==> src/rtl/sodor5_iltype_stim_gen.sv <==
// sodor5_iltype_stim_gen: seeded, flow-controlled I-type ALU / load instruction
// source for the sodor5 lockstep harness. Issues WARMUP NOPs, then NUM_INSTR
// words derived from a 32-bit Galois LFSR, then parks in DONE emitting NOP.
// Optional feature macro: STIM_HAZARD_EN (forces RAW dependencies on ~25% of words).
//
// state  | meaning
// IDLE   | after reset, waiting for start, instr=NOP, valid=0
// WARMUP | issuing NOPs, one per accept
// GEN    | issuing LFSR-derived words, one per accept
// DONE   | run finished, instr=NOP, valid=0, start restarts
module sodor5_iltype_stim_gen #(
  parameter logic [31:0] SEED       = 32'd909,
  parameter int          NUM_INSTR  = 100,
  parameter int          WARMUP     = 2,
  parameter logic [2:0]  LD_F3_MASK = 3'b100
) (
  input  logic        clk,
  input  logic        reset_n,
  input  logic        start,
  output logic [31:0] instr,
  output logic        instr_valid,
  input  logic        instr_ready,
  output logic        busy,
  output logic        done,
  output logic [31:0] issued_count
);

  localparam logic [31:0] NOP       = 32'h00000013;
  localparam logic [31:0] TAPS      = 32'h80200003;
  localparam logic [31:0] SEED_INIT = (SEED == 32'd0) ? 32'd1 : SEED;
  localparam logic [31:0] NUM_U     = 32'(NUM_INSTR);
  localparam logic [31:0] WARM_U    = 32'(WARMUP);
  localparam logic [31:0] LAST_IDX  = NUM_U - 32'd1;

  typedef enum logic [1:0] {
    S_IDLE   = 2'd0,
    S_WARMUP = 2'd1,
    S_GEN    = 2'd2,
    S_DONE   = 2'd3
  } state_t;

  state_t      state;
  logic [31:0] lfsr;
  logic [31:0] warm_cnt;
  logic [31:0] lfsr_next;
  logic [31:0] first_lfsr;
  logic [31:0] word_next;
  logic [31:0] first_word;
  logic        accept;

  function automatic logic [31:0] lfsr_step(input logic [31:0] r);
    return {1'b0, r[31:1]} ^ (r[0] ? TAPS : 32'd0);
  endfunction

`ifdef STIM_HAZARD_EN
  function automatic logic [31:0] make_word(input logic [31:0] r, input logic hz_ok,
                                            input logic [4:0] prev_rd);
`else
  function automatic logic [31:0] make_word(input logic [31:0] r);
`endif
    logic [11:0] imm;
    logic [11:0] imml;
    logic [4:0]  rs1;
    logic [4:0]  rd;
    logic [2:0]  f3;
    logic [2:0]  f3l;
    imm  = r[11:0];
    rs1  = r[16:12];
    rd   = r[21:17];
    f3   = r[24:22];
    f3l  = r[28:26] & LD_F3_MASK;
    imml = {r[31:26], r[5:0]};
    // shift immediates must keep only shamt (and the SRAI bit) to stay legal
    if (f3 == 3'd1) imm = imm & 12'h01F;
    else if (f3 == 3'd5) imm = imm & 12'h41F;
`ifdef STIM_HAZARD_EN
    if (hz_ok && (r[31:30] == 2'b11)) rs1 = prev_rd;
`endif
    if (r[25]) return {imm, rs1, f3, rd, 7'b0010011};
    else return {imml, rs1, f3l, rd, 7'b0000011};
  endfunction

  // next-word datapath; the word currently on instr is the last accepted one
  // at the moment of the accept, so its rd field serves as the hazard history
  always_comb begin
    accept     = instr_valid & instr_ready;
    lfsr_next  = lfsr_step(lfsr);
    first_lfsr = lfsr_step(SEED_INIT);
`ifdef STIM_HAZARD_EN
    word_next  = make_word(lfsr_next, 1'b1, instr[11:7]);
    first_word = make_word(first_lfsr, 1'b0, 5'd0);
`else
    word_next  = make_word(lfsr_next);
    first_word = make_word(first_lfsr);
`endif
  end

  // sequencing FSM with registered instruction port and status outputs
  always_ff @(posedge clk or negedge reset_n) begin
    if (!reset_n) begin
      state        <= S_IDLE;
      instr        <= NOP;
      instr_valid  <= 1'b0;
      busy         <= 1'b0;
      done         <= 1'b0;
      issued_count <= 32'd0;
      lfsr         <= SEED_INIT;
      warm_cnt     <= 32'd0;
    end else begin
      case (state)
        S_IDLE, S_DONE: begin
          if (start) begin
            issued_count <= 32'd0;
            lfsr         <= SEED_INIT;
            warm_cnt     <= WARM_U;
            if (WARM_U != 32'd0) begin
              state       <= S_WARMUP;
              instr       <= NOP;
              instr_valid <= 1'b1;
              busy        <= 1'b1;
              done        <= 1'b0;
            end else if (NUM_U != 32'd0) begin
              state       <= S_GEN;
              lfsr        <= first_lfsr;
              instr       <= first_word;
              instr_valid <= 1'b1;
              busy        <= 1'b1;
              done        <= 1'b0;
            end else begin
              state       <= S_DONE;
              instr       <= NOP;
              instr_valid <= 1'b0;
              busy        <= 1'b0;
              done        <= 1'b1;
            end
          end
        end
        S_WARMUP: begin
          if (accept) begin
            warm_cnt <= warm_cnt - 32'd1;
            if (warm_cnt == 32'd1) begin
              if (NUM_U != 32'd0) begin
                state <= S_GEN;
                lfsr  <= first_lfsr;
                instr <= first_word;
              end else begin
                state       <= S_DONE;
                instr       <= NOP;
                instr_valid <= 1'b0;
                busy        <= 1'b0;
                done        <= 1'b1;
              end
            end
          end
        end
        S_GEN: begin
          if (accept) begin
            issued_count <= issued_count + 32'd1;
            lfsr         <= lfsr_next;
            if (issued_count == LAST_IDX) begin
              state       <= S_DONE;
              instr       <= NOP;
              instr_valid <= 1'b0;
              busy        <= 1'b0;
              done        <= 1'b1;
            end else begin
              instr <= word_next;
            end
          end
        end
        default: begin
          state       <= S_IDLE;
          instr       <= NOP;
          instr_valid <= 1'b0;
          busy        <= 1'b0;
          done        <= 1'b0;
        end
      endcase
    end
  end

endmodule

==> config.mk <==
export PLATFORM = sky130hd
export DESIGN_NAME = sodor5_iltype_stim_gen
export DESIGN_NICKNAME = d
export VERILOG_FILES = /design/src/rtl/sodor5_iltype_stim_gen.sv
export SDC_FILE = /design/constraint.sdc
export NUM_CORES = 1
export LEC_CHECK = 0
export CORE_MARGIN = 4
export CORE_UTILIZATION = 49
export CTS_BUF_LIST = sky130_fd_sc_hd__clkbuf_16
export CTS_CLUSTER_DIAMETER = 100
export CTS_CLUSTER_SIZE = 25
export DETAILED_ROUTE_END_ITERATION = 10
export GPL_ROUTABILITY_DRIVEN = 0
export PLACE_DENSITY = 0.71
export SKIP_LAST_GASP = 1
export SYNTH_ARGS = -nofsm -noshare
export SYNTH_HDL_FRONTEND = slang
export SYNTH_SLANG_ARGS = --single-unit
==> constraint.sdc <==
create_clock -name clk -period 3.1 [get_ports clk]
set_clock_uncertainty 0.05 [all_clocks]
set_input_delay 0.31 -clock clk [delete_from_list [all_inputs] [get_ports clk]]
set_output_delay 0.31 -clock clk [all_outputs]
set_load 0.05 [all_outputs]
### Word level (Yosys, flattened, before mapping)

Cells that the tools add are included.

* flip-flop bits (word level): 132
* latch bits: 0
* RAM bits: 0
* bits in read-only memories: 0
* output and inout bits: 67
* word-level logic and storage cells: 68
* memories kept: 0

* add/sub/neg operators: 2
* multiply operators: 0
* divide/modulo/power cells: 0
* magnitude comparators: 0
* equality and inequality tests: 12
* shift operators: 0
* multiplexer cells: 35
* bitwise gates (word level): 3
* reductions and logical operators: 9

Operators with widths (count)
* 32-bit 2-to-1 mux: 15
* 32-bit one-hot mux with 3 select lines: 2
* 32-bit one-hot mux with 2 select lines: 2
* 32-bit by 1-bit adder with 32-bit output (second input constant): 1
* 32-bit by 1-bit equality test with 1-bit output (second input constant): 1
* 32-bit by 7-bit equality test with 1-bit output (second input constant): 1
* 32-bit by 1-bit subtractor with 32-bit output (second input constant): 1
* 31-bit by 32-bit XOR with 32-bit output: 1
* 12-bit 2-to-1 mux: 2
* 2-bit 2-to-1 mux: 5
* 2-bit != test (second input constant): 5
* 4-bit AND reduction: 2
* 1-bit 2-to-1 mux: 6
* 2-bit one-hot mux with 3 select lines: 1
* 3-bit AND reduction: 2
* 5-bit AND reduction: 1
* 2-bit equality test (second input constant): 2
* 1-bit one-hot mux with 2 select lines: 2
* 2-bit nonzero test: 2
* 3-bit by 1-bit equality test with 1-bit output (second input constant): 1
* 3-bit equality test (second input constant): 1
* 2-bit by 1-bit equality test with 1-bit output (second input constant): 1
* 2-bit zero test: 1
* 2-bit OR reduction: 1
* 2 further kinds: 2

### Logic depth before layout (Yosys ltp)

Gate-level depths: netlist of the first run.

* word-level depth: 9
* mapped depth: 11
* gate-level depth less buffers: 7

### Least setup slack after synthesis of the first run

OpenSTA, ideal clock, no wires.

* kind: register to register
* start point: register warm_cnt[10]
* end point: register warm_cnt[29]
* library setup time: 0.078 ns
* data arrival time: 2.638 ns
* setup slack: 0.334 ns
* cell stages (with the launch flop): 7
* path buffers: 1
* period minus slack after synthesis: 2.766 ns
* cell sequence: dfrtp_1 or4_4 or4_1 buf_2 or4_4 or4_1 a21oi_1

* longest elaborated chain between the ends: 3

RTL lines
* start, declared: line 44 `logic [31:0] warm_cnt;`
* start signal, assigned: line 140 `warm_cnt <= warm_cnt - 32'd1;`
* 32-bit by 1-bit subtractor with 32-bit output: line 140
* 32-bit 2-to-1 mux: line 139 `if (accept) begin`
* 32-bit one-hot mux with 2 select lines: line 110 `case (state)`

No other way between the ends. The select of a mux whose other input is x is not followed.
A chain may end at the register's enable or synchronous reset.

### Final worst setup path of the first run

Same ends and word-level chain as after synthesis.

==> flow_metrics.py, run 1 <==
metrics = {
    "global_route": {
        "grtUsageTotal": 0.2065,
        "grt_start_max_net_pins": 93,
        "number_of_global_route_vias_before_repair": 4902,
        "grt_antenna_before_repair": 0,
        "grt_first_pass_wirelength_mm": 24.29,
        "grt_remaining_overflow": 0,
    },
    "logic_synthesis": {
        "synth.lib_cells_used.distinct": 49,
        "synth.most_common_cell": "sky130_fd_sc_hd__dfrtp_1",
        "post_synth_instance_area_um2": 6314,
        "synth_area_leaders": "sky130_fd_sc_hd__dfrtp_1, sky130_fd_sc_hd__nand3_1, sky130_fd_sc_hd__o31ai_1",
        "synth_seq_area_share": 0.5008,
        "synthesis.area_per_instance_um2": 9.581,
        "synthArstFlopShare": 1.000,
        "synth_top_area_frac": 0.4717,
        "synth_area_leader_cell": "sky130_fd_sc_hd__dfrtp_1",
        "synth-seq-cells": 126,
        "dominantRegCellSynth": "sky130_fd_sc_hd__dfrtp_1",
        "synthCells": 659,
        "synthesis.yosys.warnings": 0,
        "yosys-top-cells-count": "sky130_fd_sc_hd__dfrtp_1, sky130_fd_sc_hd__nand3_1, sky130_fd_sc_hd__nor2_1, sky130_fd_sc_hd__nand2_1, sky130_fd_sc_hd__o21ai_0",
        "synth_enable_flop_cells": 0,
    },
    "final_layout": {
        "syn_to_final_growth_pct": 21.34,
        "layout.filler_cells": 1109,
        "final_cells": 898,
        "fraction_of_final_layout_cells_sized_beyond_drive_strength_1": 0.1061,
        "design.final.nets": 723,
        "antenna_cells": 0,
    },
    "place": {
        "number_of_input_and_output_port_buffers_inserted": 64,
        "post-place-cells": 865,
        "hpwl_mm": 9.655,
    },
    "run": {
        "drv_cap": 0,
    },
    "floorplanning": {
        "core_area_um2": 12620,
        "floorplan.initialDensity": 0.5003,
        "dieHeight_um": 121.5,
        "die_area_um2": 14760,
        "placementRows": 41,
        "die_width_um": 121.5,
        "top_level_ports": 71,
    },
    "route": {
        "detail_route.iter0.violations": 422,
        "drt-total-wl_mm": 14.74,
        "first_pass_iteration_count_of_the_detailed_router": 4,
        "final_routed_drc_violation_total": 0,
        "vias": 5129,
        "ant_nets": 0,
        "routed_len_inst_um": 16.41,
        "drt-vias-per-instance": 5.712,
    },
    "critical_path": {
        "timing.setup.critical_path_class": "reg -> reg",
        "timing.critical_path.to_type": "flip-flop",
        "cp_data_arrival_time_ns": 3.24,
        "critPathMaxFanout": 8,
        "cpPeakStageDelay_ns": 0.68,
        "path_cells": "or4_4 -> or4_1 -> or4_4 -> or4_1 -> a21oi_1",
        "critical_path.startpoint_type": "flip-flop",
        "worst_path_cell_with_the_longest_stage_delay": "sky130_fd_sc_hd__or4_1",
        "worst_ep_required_time_ns": 3.38,
    },
    "clocking": {
        "numCtsBuffers": 17,
        "cts_buffer_depth": 2,
        "postCtsSetupBuffers": 0,
        "htree_num_levels": 4,
        "insertion_delay_ns": 0.42,
        "number_of_clock_sinks_seen_by_cts": 126,
        "clockRootBuffer": "sky130_fd_sc_hd__clkbuf_16",
        "cts_tree": "yes",
        "clkTransAtPathRegs_ns": 0.05,
    },
    "hold_path": {
        "timing.hold.worst.class": "in -> async",
    },
    "timing": {
        "grt_setup_unrepaired": "no",
        "fin_crit_sh": 0.9546,
        "hold_viol": 0,
        "finalSetupViolCount": 0,
        "setup_total_negative_slack_ns": 0,
        "finalMaxSlewViolations": 0,
        "timing.max_slew.rel_slack": 0.5863,
        "period_minus_ws_final_ns": 2.959,
        "timing.fmax_mhz": 337.9,
        "worst_pin_slew_ns": 0.6205,
    },
    "outcome": {
        "result_of_the_run": "completed",
    },
    "pwr": {
        "totalPowerFinal_uw": 6632,
        "p_leak_uw": 0.003199,
        "p_per_area_nw_per_um2": 865.7,
        "worst_ir_drop_vdd_v": 0.0004455,
    },
}
==> placed cells by master, fill, tap and decap left out, types with 4 or more instances in the layout <==
| master | count |
|---|---|
| sky130_fd_sc_hd__mux2_2 | 9 |
| sky130_fd_sc_hd__nand4_1 | 23 |
| sky130_fd_sc_hd__clkbuf_16 | 17 |
| sky130_fd_sc_hd__buf_4 | 17 |
| sky130_fd_sc_hd__dfrtp_1 | 119 |
| sky130_fd_sc_hd__mux2i_1 | 8 |
| sky130_fd_sc_hd__o31ai_1 | 35 |
| sky130_fd_sc_hd__nand2_1 | 39 |
| sky130_fd_sc_hd__inv_1 | 21 |
| sky130_fd_sc_hd__o21ai_0 | 38 |
| sky130_fd_sc_hd__nor4b_1 | 5 |
| sky130_fd_sc_hd__nor3_1 | 14 |
| sky130_fd_sc_hd__nand3_1 | 66 |
| sky130_fd_sc_hd__o41ai_1 | 5 |
| sky130_fd_sc_hd__nor4_1 | 18 |
| sky130_fd_sc_hd__or2_2 | 7 |
| sky130_fd_sc_hd__or4_1 | 8 |
| sky130_fd_sc_hd__clkinv_4 | 4 |
| sky130_fd_sc_hd__nor2_1 | 62 |
| sky130_fd_sc_hd__dfstp_2 | 7 |
| sky130_fd_sc_hd__a21oi_1 | 21 |
| sky130_fd_sc_hd__nor2b_1 | 4 |
| sky130_fd_sc_hd__or3_1 | 10 |
| sky130_fd_sc_hd__xnor2_1 | 20 |
| sky130_fd_sc_hd__clkinvlp_4 | 4 |
| sky130_fd_sc_hd__ha_1 | 6 |
| sky130_fd_sc_hd__xor2_1 | 25 |
| sky130_fd_sc_hd__a31oi_1 | 4 |
| sky130_fd_sc_hd__clkdlybuf4s50_1 | 63 |
| sky130_fd_sc_hd__conb_1 | 6 |
==> routing by layer <==
layer / global-route usage / share of wire / vias to the layer above / wire length (µm)
met1: 0.2693 / 0.44 / 2511 / 6528
met5: 0 / 0 / - / 0
met3: 0.05361 / 0.047 / 15 / 691
met4: 0.07073 / 0.013 / 0 / 189
met2: 0.3361 / 0.50 / 130 / 7331
li1: - / - / 2473 / -
==> worst max-delay path: cells and delay by family, from the launching register on <==
| kind | cells | cell delay, ns |
|---|---|---|
| compound gates | 1 | 0.17 |
| flops | 1 | 0.40 |
| simple gates | 4 | 2.26 |
==> worst paths after layout <==
path | startpoint | to | slack (ns) | cells past startpoint
max | warm_cnt[10] | warm_cnt[29] | 0.14 | 5
min | reset_n | instr[16] | 0.34 | 2
max reg2reg | warm_cnt[10] | warm_cnt[29] | 0.14 | 5
min reg2reg | instr[25] | instr[25] | 0.44 | 2
max in group asynchronous | reset_n | lfsr[9] | 1.81 | 3
min in group clk | instr[25] | instr[25] | 0.44 | 2
==> flip-flops by register name, indices dropped and copies added, names as in the netlist <==
register      count
busy              1
state             2
warm_cnt         32
issued_count     32
lfsr             32
instr            26
done              1
==> repair_timing <==
| item | CTS | global route |
|---|---|---|
| hold endpoints to repair | 34 | 0 |
| hold buffers | 1 | 0 |
| resized for setup | 0 | 0 |
==> report_power, final <==
| part | total, µW | switching [µW] | internal [µW] | leakage [µW] |
|---|---|---|---|---|
| Combinational | 2530 | 1690 | 843 | 0.00122 |
| Clock | 1910 | 736 | 1180 | 0.000269 |
| Sequential | 2190 | 245 | 1940 | 0.00171 |
| Total | 6630 | 2670 | 3960 | 0.00320 |
==> layout make-up <==
| type | instances | area, µm² | share of cell area |
|---|---|---|---|
| clock inverters | 15 | 148.9 | 0.01943 |
| clock buffers | 17 | 425.4 | 0.05553 |
| inverters | 20 | 75.07 | 0.009799 |
| well taps | 172 | 215.2 | 0.02809 |
| repair buffers | 82 | 788.3 | 0.1029 |
| flip-flops and latches | 126 | 3162 | 0.4127 |
| multi-input cells | 466 | 2846 | 0.3715 |
==> kinds of logic after synthesis <==
kind of cell               share of synthesized area
and+or+nand+nor                               0.2297
DFF                                           0.5008
AOI/OAI and AO/OA                             0.1136
buffers and inverters                        0.05172
xor gates and xnor gates                     0.06243
muxes                                        0.02874
adders and majority gates                    0.01189
other                                       0.001190
==> metrics by stage <==
step	cell area (µm²)	worst slack, ns	hold WS (ns)	util
floorplan	6329	0.3337	-0.03559	-
global placement	7077	0.2289	0.2422	0.5608
detailed placement	7077	0.1750	0.2383	0.5608
CTS	7661	0.1483	0.3435	0.6071
global route	7661	0.07406	0.3689	0.6071
finish	7661	0.1408	0.3387	0.6071
Power figures use the tool's default switching activity.
==> run 2: changes to the inputs <==
--- a/config.mk
+++ b/config.mk
@@ -12,6 +12,7 @@
 export CTS_CLUSTER_SIZE = 25
 export DETAILED_ROUTE_END_ITERATION = 10
 export GPL_ROUTABILITY_DRIVEN = 0
+export MAX_ROUTING_LAYER = met4
 export PLACE_DENSITY = 0.71
 export SKIP_LAST_GASP = 1
 export SYNTH_ARGS = -nofsm -noshare
==> constraint.sdc (replaced) <==
create_clock -name clk -period 3.4 [get_ports clk]
set_clock_uncertainty 0.05 [all_clocks]
set_input_delay 0.34 -clock clk [delete_from_list [all_inputs] [get_ports clk]]
set_output_delay 0.34 -clock clk [all_outputs]
set_load 0.05 [all_outputs]
==> flow_metrics.py, run 2 (same netlist as run 1, synthesis figures left out) <==
metrics = {
    "route": {
        "routed_len_inst_um": 16.48,
        "vias": 5191,
        "ant_nets": 0,
        "drt-vias-per-instance": 5.794,
        "first_pass_iteration_count_of_the_detailed_router": 6,
        "drt-total-wl_mm": 14.77,
        "detail_route.iter0.violations": 428,
        "final_routed_drc_violation_total": 0,
    },
    "final_layout": {
        "ff_latch_area_um2": 3162,
        "syn_to_final_growth_pct": 20.91,
        "antenna_cells": 0,
        "multiInputGateArea_um2": 2846,
        "finished_core_util": 0.6049,
        "final_common_cell": "sky130_fd_sc_hd__dfrtp_1",
        "layout.filler_cells": 1081,
        "mostFrequentLayoutCells": "sky130_fd_sc_hd__dfrtp_1, sky130_fd_sc_hd__nand3_1, sky130_fd_sc_hd__clkdlybuf4s50_1",
        "top_regs": "issued_count x32, lfsr x32, warm_cnt x32",
        "fraction_of_final_layout_cells_sized_beyond_drive_strength_1": 0.1064,
        "design.final.nets": 721,
    },
    "timing": {
        "fin_crit_sh": 0.8717,
        "worst_pin_slew_ns": 0.8042,
        "timing.fmax_mhz": 337.4,
        "hold_viol": 0,
        "grt_setup_unrepaired": "no",
        "finalSetupViolCount": 0,
        "setup_total_negative_slack_ns": 0,
        "timing.max_slew.rel_slack": 0.4639,
        "worst_setup_slack_final_ns": 0.4361,
        "period_minus_ws_final_ns": 2.964,
        "worst_hold_slack_ns": 0.4463,
        "finalMaxSlewViolations": 0,
    },
    "floorplanning": {
        "die_area_um2": 14760,
        "floorplan.initialDensity": 0.5003,
        "top_level_ports": 71,
        "core_area_um2": 12620,
        "die_width_um": 121.5,
        "placementRows": 41,
        "dieHeight_um": 121.5,
    },
    "hold_path": {
        "holdPathEnd": "instr[28]",
        "timing.hold.worst.class": "reg -> reg",
        "worstHoldPathCells": 2,
        "hold_start": "instr[28]",
    },
    "outcome": {
        "result_of_the_run": "completed",
    },
    "critical_path": {
        "critical_path.startpoint_type": "flip-flop",
        "regToRegStartpoint": "warm_cnt[10]",
        "ff_to_ff_end": "warm_cnt[29]",
        "reg2reg_slack_ns": 0.44,
        "cp_data_arrival_time_ns": 3.25,
        "timing.reg2reg.worst_path_depth": 5,
        "timing.setup.critical_path_class": "reg -> reg",
        "critPathMaxFanout": 8,
        "worst_ep_required_time_ns": 3.68,
        "timing.critical_path.to_type": "flip-flop",
    },
    "clocking": {
        "number_of_clock_sinks_seen_by_cts": 126,
        "cts_buffer_depth": 2,
        "htree_num_levels": 4,
        "postCtsResizedCells": 0,
        "numCtsBuffers": 17,
        "postCtsSetupBuffers": 0,
        "holdBufCountCts": 1,
        "cts_tree": "yes",
        "clockRootBuffer": "sky130_fd_sc_hd__clkbuf_16",
        "clkTransAtPathRegs_ns": 0.06,
        "insertion_delay_ns": 0.42,
    },
    "global_route": {
        "number_of_global_route_vias_before_repair": 5083,
        "grt_first_pass_wirelength_mm": 24.71,
        "grt_antenna_before_repair": 0,
        "grt_remaining_overflow": 0,
        "grt_start_max_net_pins": 65,
        "grtUsageTotal": 0.2157,
    },
    "place": {
        "pre_cts_ws_ns": 0.4584,
        "hpwl_mm": 9.813,
        "number_of_input_and_output_port_buffers_inserted": 64,
    },
    "run": {
        "drv_cap": 0,
    },
    "pwr": {
        "p_leak_uw": 0.003182,
        "worst_ir_drop_vdd_v": 0.0003835,
        "p_per_area_nw_per_um2": 784.2,
        "totalPowerFinal_uw": 5986,
    },
}
[run 2: cell types whose count changed in the layout (fill, tap and decap cells not counted), sizes merged]
cell	previous run	this run
bufinv	2	1
inv	22	23
clkinv	7	5
clkinvlp	4	6
buf	18	16
[run 2: layout make-up]
| cell class | count | area share |
|---|---|---|
| well taps | 172 | 0.02819 |
| repair buffers | 80 | 0.1029 |
| multi-input cells | 466 | 0.3729 |
| clock buffers | 17 | 0.05573 |
| inverters | 20 | 0.009834 |
| clock inverters | 15 | 0.01623 |
| flip-flops and latches | 126 | 0.4142 |
[run 2: power by group]
part           leakage [µW]  switching, µW  internal, µW
clock network      0.000256            678           997
registers           0.00171            225          1770
logic               0.00122           1540           774
[run 2: how the worst max path moves through the flow]
stage	cells after the start	end	slack (ns)	from
final	5	warm_cnt[29]	0.44	warm_cnt[10]
after global routing	5	instr[25]	0.29	warm_cnt[10]
after CTS	5	instr[29]	0.45	warm_cnt[10]
after detailed placement	5	instr[29]	0.46	warm_cnt[10]
after global placement	5	warm_cnt[29]	0.54	warm_cnt[10]
after floorplan	6	warm_cnt[29]	0.63	warm_cnt[10]
[run 2: worst max-delay path, cell delays in order, from the launching register on]
cell	delay [ns]
sky130_fd_sc_hd__dfrtp_1	0.40
sky130_fd_sc_hd__or4_4	0.57
sky130_fd_sc_hd__or4_1	0.66
sky130_fd_sc_hd__or4_4	0.60
sky130_fd_sc_hd__or4_1	0.42
sky130_fd_sc_hd__a21oi_1	0.18
[run 2: stage by stage]
stage / std cells / instance area (µm²)
detailed placement: 863 / 7074
global route: 896 / 7634
CTS: 896 / 7634
global placement: 863 / 7074
floorplan: 663 / 6329
finish: 896 / 7634
[run 2: layer usage]
layer,part of all wire,vias up,GRT usage
li1,-,2454,-
met1,0.44,2571,0.2696
met2,0.49,141,0.3399
met3,0.046,25,0.05082
met4,0.018,0,0.08824
met5,0,-,-
